File: config.mk
export PLATFORM = sky130hd
export DESIGN_NAME = alu_arbiter_flat
export DESIGN_NICKNAME = d
export VERILOG_FILES = /design/src/rtl/alu_arbiter_if.sv /design/src/rtl/alu_arbiter.sv /design/src/flat_wrapper.sv
export SDC_FILE = /design/constraint.sdc
export NUM_CORES = 1
export LEC_CHECK = 0
export BUFFER_PORTS_ARGS = -buffer_cell sky130_fd_sc_hd__buf_2
export CAP_MARGIN = 20
export CELL_PAD_IN_SITES_DETAIL_PLACEMENT = 1
export CELL_PAD_IN_SITES_GLOBAL_PLACEMENT = 1
export CORE_ASPECT_RATIO = 1.75
export CORE_MARGIN = 5
export CORE_UTILIZATION = 48
export CTS_CLUSTER_DIAMETER = 100
export DETAILED_ROUTE_END_ITERATION = 16
export GPL_ROUTABILITY_DRIVEN = 1
export PLACE_DENSITY_LB_ADDON = 0.1
export SETUP_SLACK_MARGIN = 0.05
export SLEW_MARGIN = 25
export SYNTH_ARGS = -nofsm -noshare
export SYNTH_HDL_FRONTEND = slang
export SYNTH_SLANG_ARGS = --single-unit
File: constraint.sdc
create_clock -name clk -period 8.7 [get_ports clk]
set_input_delay 0.435 -clock clk [delete_from_list [all_inputs] [get_ports clk]]
set_output_delay 0.435 -clock clk [all_outputs]
set_load 0.05 [all_outputs]
File: src/rtl/alu_arbiter_if.sv
// Two-port request/response bundle around the shared ALU arbiter.
// Latency: n/a (wiring only).
// Backpressure: reqN_ready is the grant; rspN_ready drains the per-port response slot.
interface alu_arbiter_if;
    logic        req0_valid;
    logic        req0_ready;
    logic [3:0]  req0_op;
    logic [31:0] req0_a;
    logic [31:0] req0_b;
    logic        req1_valid;
    logic        req1_ready;
    logic [3:0]  req1_op;
    logic [31:0] req1_a;
    logic [31:0] req1_b;
    logic        rsp0_valid;
    logic        rsp0_ready;
    logic [31:0] rsp0_res;
    logic        rsp0_zero;
    logic        rsp1_valid;
    logic        rsp1_ready;
    logic [31:0] rsp1_res;
    logic        rsp1_zero;
    logic [15:0] gnt_cnt0;
    logic [15:0] gnt_cnt1;

    modport master (
        output req0_valid, req0_op, req0_a, req0_b,
        output req1_valid, req1_op, req1_a, req1_b,
        output rsp0_ready, rsp1_ready,
        input  req0_ready, req1_ready,
        input  rsp0_valid, rsp0_res, rsp0_zero,
        input  rsp1_valid, rsp1_res, rsp1_zero,
        input  gnt_cnt0, gnt_cnt1
    );

    modport slave (
        input  req0_valid, req0_op, req0_a, req0_b,
        input  req1_valid, req1_op, req1_a, req1_b,
        input  rsp0_ready, rsp1_ready,
        output req0_ready, req1_ready,
        output rsp0_valid, rsp0_res, rsp0_zero,
        output rsp1_valid, rsp1_res, rsp1_zero,
        output gnt_cnt0, gnt_cnt1
    );
endinterface

File: src/rtl/alu_arbiter.sv
// Round-robin arbiter sharing one ALU between two request ports, one registered response slot per port.
// Latency: 1 cycle from acceptance to rspN_valid.
// Backpressure: a port is granted only if its slot is empty or draining this cycle; a stalled slot never blocks the other port.
module alu_arbiter #(
    parameter logic RR_INIT = 1'b0
) (
    input  logic          clk,
    input  logic          rstn,
    alu_arbiter_if.slave  bus
);

    typedef enum logic {
        EMPTY = 1'b0,
        FULL  = 1'b1
    } slot_state_t;

    slot_state_t state_q [2];
    slot_state_t state_d [2];

    logic [1:0]  req_vld;
    logic [1:0]  rsp_rdy;
    logic [1:0]  elig;
    logic [1:0]  gnt;
    logic        prio_q;
    logic        prio_d;
    logic [31:0] res_q  [2];
    logic        zero_q [2];
    logic [15:0] cnt_q  [2];

    logic [3:0]  alu_op;
    logic [31:0] alu_a;
    logic [31:0] alu_b;
    logic [31:0] alu_res;
    logic        alu_zero;

    assign req_vld = {bus.req1_valid, bus.req0_valid};
    assign rsp_rdy = {bus.rsp1_ready, bus.rsp0_ready};

    // prio_q names the port that wins when both are eligible.
    always_comb begin
        elig = 2'b00;
        gnt  = 2'b00;
        for (int i = 0; i < 2; i++) begin
            elig[i] = req_vld[i] & ((state_q[i] == EMPTY) | rsp_rdy[i]);
        end
        if (rstn) begin
            if (elig == 2'b11) begin
                gnt = prio_q ? 2'b10 : 2'b01;
            end else begin
                gnt = elig;
            end
        end
    end

    always_comb begin
        prio_d = prio_q;
        if (gnt[0]) begin
            prio_d = 1'b1;
        end else if (gnt[1]) begin
            prio_d = 1'b0;
        end
    end

    always_comb begin
        for (int i = 0; i < 2; i++) begin
            state_d[i] = state_q[i];
            if (gnt[i]) begin
                state_d[i] = FULL;
            end else if ((state_q[i] == FULL) && rsp_rdy[i]) begin
                state_d[i] = EMPTY;
            end
        end
    end

    always_ff @(posedge clk or negedge rstn) begin
        if (!rstn) begin
            prio_q <= RR_INIT;
            for (int i = 0; i < 2; i++) begin
                state_q[i] <= EMPTY;
            end
        end else begin
            prio_q <= prio_d;
            for (int i = 0; i < 2; i++) begin
                state_q[i] <= state_d[i];
            end
        end
    end

    // The single shared ALU, fed from whichever port holds the grant.
    assign alu_op = gnt[1] ? bus.req1_op : bus.req0_op;
    assign alu_a  = gnt[1] ? bus.req1_a  : bus.req0_a;
    assign alu_b  = gnt[1] ? bus.req1_b  : bus.req0_b;

    always_comb begin
        alu_res = '0;
        case (alu_op)
            4'd0:    alu_res = alu_a & alu_b;
            4'd1:    alu_res = alu_a | alu_b;
            4'd2:    alu_res = alu_a + alu_b;
            4'd3:    alu_res = alu_a ^ alu_b;
            4'd4:    alu_res = ~(alu_a | alu_b);
            4'd5:    alu_res = alu_a >> alu_b[3:0];
            4'd6:    alu_res = alu_a - alu_b;
            4'd7:    alu_res = {31'd0, alu_a < alu_b};
            4'd9:    alu_res = {31'd0, $signed(alu_a) < $signed(alu_b)};
            4'd14:   alu_res = alu_a << alu_b[3:0];
            4'd15:   alu_res = $signed(alu_a) >>> alu_b[3:0];
            default: alu_res = '0;
        endcase
    end

    assign alu_zero = (alu_res == '0);

    always_ff @(posedge clk or negedge rstn) begin
        if (!rstn) begin
            for (int i = 0; i < 2; i++) begin
                res_q[i]  <= '0;
                zero_q[i] <= 1'b0;
                cnt_q[i]  <= '0;
            end
        end else begin
            for (int i = 0; i < 2; i++) begin
                if (gnt[i]) begin
                    res_q[i]  <= alu_res;
                    zero_q[i] <= alu_zero;
                    cnt_q[i]  <= cnt_q[i] + 16'd1;
                end
            end
        end
    end

    assign bus.req0_ready = gnt[0];
    assign bus.req1_ready = gnt[1];
    assign bus.rsp0_valid = (state_q[0] == FULL);
    assign bus.rsp1_valid = (state_q[1] == FULL);
    assign bus.rsp0_res   = res_q[0];
    assign bus.rsp1_res   = res_q[1];
    assign bus.rsp0_zero  = zero_q[0];
    assign bus.rsp1_zero  = zero_q[1];
    assign bus.gnt_cnt0   = cnt_q[0];
    assign bus.gnt_cnt1   = cnt_q[1];

endmodule

File: src/flat_wrapper.sv
// flat-port wrapper written by rule: the top's interface ports become plain ports
module alu_arbiter_flat 
#(
    parameter logic RR_INIT = 1'b0
)
  (clk, rstn, bus_req0_valid, bus_req0_op, bus_req0_a, bus_req0_b, bus_req1_valid, bus_req1_op, bus_req1_a, bus_req1_b, bus_rsp0_ready, bus_rsp1_ready, bus_req0_ready, bus_req1_ready, bus_rsp0_valid, bus_rsp0_res, bus_rsp0_zero, bus_rsp1_valid, bus_rsp1_res, bus_rsp1_zero, bus_gnt_cnt0, bus_gnt_cnt1);
  alu_arbiter_if bus_i ();
  input  logic clk;
  input  logic rstn;
  input wire logic [$bits(bus_i.req0_valid)-1:0] bus_req0_valid;
  input wire logic [$bits(bus_i.req0_op)-1:0] bus_req0_op;
  input wire logic [$bits(bus_i.req0_a)-1:0] bus_req0_a;
  input wire logic [$bits(bus_i.req0_b)-1:0] bus_req0_b;
  input wire logic [$bits(bus_i.req1_valid)-1:0] bus_req1_valid;
  input wire logic [$bits(bus_i.req1_op)-1:0] bus_req1_op;
  input wire logic [$bits(bus_i.req1_a)-1:0] bus_req1_a;
  input wire logic [$bits(bus_i.req1_b)-1:0] bus_req1_b;
  input wire logic [$bits(bus_i.rsp0_ready)-1:0] bus_rsp0_ready;
  input wire logic [$bits(bus_i.rsp1_ready)-1:0] bus_rsp1_ready;
  output wire logic [$bits(bus_i.req0_ready)-1:0] bus_req0_ready;
  output wire logic [$bits(bus_i.req1_ready)-1:0] bus_req1_ready;
  output wire logic [$bits(bus_i.rsp0_valid)-1:0] bus_rsp0_valid;
  output wire logic [$bits(bus_i.rsp0_res)-1:0] bus_rsp0_res;
  output wire logic [$bits(bus_i.rsp0_zero)-1:0] bus_rsp0_zero;
  output wire logic [$bits(bus_i.rsp1_valid)-1:0] bus_rsp1_valid;
  output wire logic [$bits(bus_i.rsp1_res)-1:0] bus_rsp1_res;
  output wire logic [$bits(bus_i.rsp1_zero)-1:0] bus_rsp1_zero;
  output wire logic [$bits(bus_i.gnt_cnt0)-1:0] bus_gnt_cnt0;
  output wire logic [$bits(bus_i.gnt_cnt1)-1:0] bus_gnt_cnt1;
  assign bus_i.req0_valid = bus_req0_valid;
  assign bus_i.req0_op = bus_req0_op;
  assign bus_i.req0_a = bus_req0_a;
  assign bus_i.req0_b = bus_req0_b;
  assign bus_i.req1_valid = bus_req1_valid;
  assign bus_i.req1_op = bus_req1_op;
  assign bus_i.req1_a = bus_req1_a;
  assign bus_i.req1_b = bus_req1_b;
  assign bus_i.rsp0_ready = bus_rsp0_ready;
  assign bus_i.rsp1_ready = bus_rsp1_ready;
  assign bus_req0_ready = bus_i.req0_ready;
  assign bus_req1_ready = bus_i.req1_ready;
  assign bus_rsp0_valid = bus_i.rsp0_valid;
  assign bus_rsp0_res = bus_i.rsp0_res;
  assign bus_rsp0_zero = bus_i.rsp0_zero;
  assign bus_rsp1_valid = bus_i.rsp1_valid;
  assign bus_rsp1_res = bus_i.rsp1_res;
  assign bus_rsp1_zero = bus_i.rsp1_zero;
  assign bus_gnt_cnt0 = bus_i.gnt_cnt0;
  assign bus_gnt_cnt1 = bus_i.gnt_cnt1;
  alu_arbiter #(.RR_INIT(RR_INIT)) u_core (.clk(clk), .rstn(rstn), .bus(bus_i));
endmodule
==> metrics.md <==
| Metric | Value |
|---|---|
| Worst clock skew | `0.00965 ns` |
| Placement-stage cell area | `20000 sq um` |
| Hold Path Class | `in -> async` |
| Arr. time, crit path | `6.92 ns` |
| CTS Buf Count | `9` |
| Power per cell area | `164 nW/um^2` |
| Minimum clock period | `6.63 ns` |
| Starting density of the core | `0.482` |
| CP required | `8.99 ns` |
| Worst-Margin Slew | `1.13 ns` |
| VDD IR max | `0.129 mV` |
| Aggregate global-route resource usage | `0.441` |
| Global route overflow | `0` |
| Routed vias | `22100` |
| Average size of a mapped cell | `7.68 sq um` |
| FF-to-FF Start | `u_core.prio_q` |
| Via density | `7.33` |
| Initial DRT Pass Iterations | `6` |
| Max cap viols | `0` |
| RSZ-0062 raised after global routing | `false` |
| Finished Core Util | `0.521` |
| Vias in the first global route | `22900` |
| Leading area contributor after synthesis | `dfrtp_1` |
| Post-route cell area | `20300 sq um` |
| CP Cell Sequence | `buf_4, and2_1, o211ai_4, inv_6, buf_4, a21o_1, ha_1, or4_1, nor2_1, nand3_1, a311oi_1, nor4_1, nor4_1, and3_1, nand4_1, nor4_2, mux2_2` |
| Area share of the largest cell type after synthesis | `0.134` |
| 1st-iter DRT viols | `2031` |
| Net Count, Synth | `2703` |
| Initial antenna violation count | `2` |
| Clock root cell | `clkbuf_16` |
| Setup crit end kind | `register` |
| Number of synthesized flops with an enable pin | `0` |
| Clock edge transition at the registers on the reported setup and hold paths | `0.07 ns` |
| Share of layout cells above drive strength 1 | `0.193` |
| Top_reg_cell synth | `dfrtp_1` |
| YS warnings | `0` |
| Post-synthesis sequential area ratio | `0.134` |
| Fin. max-slew vios | `0` |
| Top post-synthesis cells by area | `dfrtp_1 (13%), mux4_2 (12%), mux2i_1 (9.0%), nand2_1 (8.6%), ha_1 (7.2%)` |
| Headroom to the max-slew limit | `0.239` |
| Syn-to-layout area delta | `7.99%` |
| Hold_ws | `0.0643 ns` |
| Post-Place Cells | `3003` |
| Asr flop ratio synth | `1.00` |
| R2r worst-path depth | `17` |
| Avg WL per Cell | `33.1 um` |
| Fin crit share | `0.762` |
| Final hold violations | `0` |
| Slowest stage delay, CP | `0.99 ns` |
| Setup_tns | `0 ns` |
| CTS H-tree lvls | `3` |
| Crit-path max FO | `65` |
| Startpoint types | `input port` |
| Worst r2r dst | `u_core.bus.rsp1_zero` |
| Port bufs | `243` |
| Placeable Area | `39000 sq um` |
| Die area | `43400 sq um` |
| Post-Route WL | `99.9 mm` |
| Status | `completed` |
| Setup Fix Bufs, Post-CTS | `0` |
| Fin cells | `3020` |
| CTS tree | `done` |
| Reg-to-reg slack, setup | `2.21 ns` |
| Commonest cells post-synth | `nand2_1 (429), mux2i_1 (170), nor2_1 (164)` |
| Crit path kind | `in -> reg` |
| Die W | `160 um` |
| Nets | `2777` |
| Buf/Inv on CP | `3` |
| Top-count cell post-synth | `nand2_1` |
| Drt drc | `0` |
| Routed Antenna Nets | `0` |
| Cell class contributing the biggest share of worst-path delay | `simple AND/OR/NAND/NOR gates` |
| Final Setup Violations | `0` |
| Yosys cell types | `93` |
| I/O pin count | `244` |
| Post-DP HPWL | `77.9 mm` |
| Cell Area, Synth | `18800 sq um` |
| Worst-skew pair later-pin latency | `0.35 ns` |
| Row count | `96` |
| # hold bufs at CTS | `0` |
| Clk buf depth | `2` |
| Gpl congestion | `1.06` |
| Number of synthesized register bits | `101` |
| Fmax | `151 MHz` |
| Lkg Pwr | `9.16 nW` |
| First-pass GRT wire length | `147 mm` |
| Height of the die | `272 um` |
| Gates resized, CTS repair | `0` |
| # clock sinks | `101` |
| Slowest cell on the critical path | `a311oi_1` |
| Post-synthesis cell count | `2450` |
| Largest net degree at the start of global routing | `91` |
## kinds of logic after synthesis
| logic type | count (synthesis) | share of synthesized area |
|---|---|---|
| buf+inv | 332 | 0.0755 |
| xor+xnor | 49 | 0.0228 |
| flops | 101 | 0.134 |
| simple gates | 910 | 0.223 |
| fa+ha+maj | 111 | 0.0746 |
| mux | 324 | 0.243 |
| compound gates | 623 | 0.227 |
## layout by cell type (no fill, tap or decap), types with 11 or more instances in the layout
cell type    n
o22ai_1     25
nand3_1     55
nand2_1    429
a211oi_1    36
a31oi_1     12
o2111ai_1   15
a21o_1      14
o211ai_1    29
mux2_2      53
xnor2_1     38
o21ai_0    151
nand4_1     29
a2111oi_0   12
inv_1      104
a2bb2oi_1   12
o221ai_1    13
o31ai_1     19
nor3_1      49
nor2_1     164
dfrtp_1    101
mux4_2     100
and3_1      25
buf_4       43
and2_1      11
a21oi_1    113
o32ai_1     12
xor2_1      11
nor4_1      22
mux2i_1    163
ha_1       109
a22oi_1     20
nor2b_1     27
buf_2      240
or3_1       14
a221oi_1    22
nand2b_1    24
## how the worst max path moves through the flow
stage / start / end / cells past startpoint
detailed placement: rstn / u_core.bus.rsp0_zero / 17
global placement: rstn / u_core.bus.rsp0_zero / 17
global route: rstn / u_core.bus.rsp0_zero / 17
CTS: rstn / u_core.bus.rsp1_zero / 17
floorplan: u_core.bus.rsp0_valid / u_core.bus.rsp0_zero / 25
finish: rstn / u_core.bus.rsp1_zero / 17
## state kept, by name, indices dropped and copies added, names as in the netlist
signal	count
u_core.bus.rsp1_zero	1
u_core.prio_q	1
u_core.bus.rsp0_valid	1
u_core.bus.gnt_cnt0	16
u_core.bus.rsp1_valid	1
u_core.bus.rsp0_res	32
u_core.bus.gnt_cnt1	16
u_core.bus.rsp1_res	32
u_core.bus.rsp0_zero	1
## per-layer routing
| layer | track usage | vias up | part of all wire |
|---|---|---|---|
| met5 | 0 | - | 0.00013 |
| met4 | 0.354 | 2 | 0.10 |
| met3 | 0.0724 | 577 | 0.085 |
| met2 | 0.764 | 1555 | 0.48 |
| met1 | 0.472 | 10800 | 0.33 |
| li1 | - | 9222 | - |
## cell type report
cell class / count / area [sq um]
tap: 490 / 613
fill: 4861 / 18700
inverter: 111 / 422
clock buffer: 10 / 239
sequential: 101 / 2530
multi-input combinational: 2017 / 14900
clock inverter: 6 / 70.1
antenna: 1 / 2.50
timing repair buffer: 284 / 1540
## stage by stage
stage | power, mW | worst slack [ns]
final | 3.34 | 2.07
after global routing | 3.48 | 1.87
after CTS | 3.29 | 2.24
after detailed placement | 2.85 | 1.92
after global placement | 2.79 | 2.13
after floorplan | 2.14 | 2.76
## where the power goes
| group | total, mW | switching (mW) | internal [mW] | leakage [nW] |
|---|---|---|---|---|
| registers | 0.687 | 0.101 | 0.586 | 1.33 |
| clock network | 0.420 | 0.186 | 0.234 | 0.153 |
| logic | 2.24 | 1.61 | 0.630 | 7.68 |
| total | 3.34 | 1.89 | 1.45 | 9.16 |
Note: power is estimated with default switching activity, not from simulation.
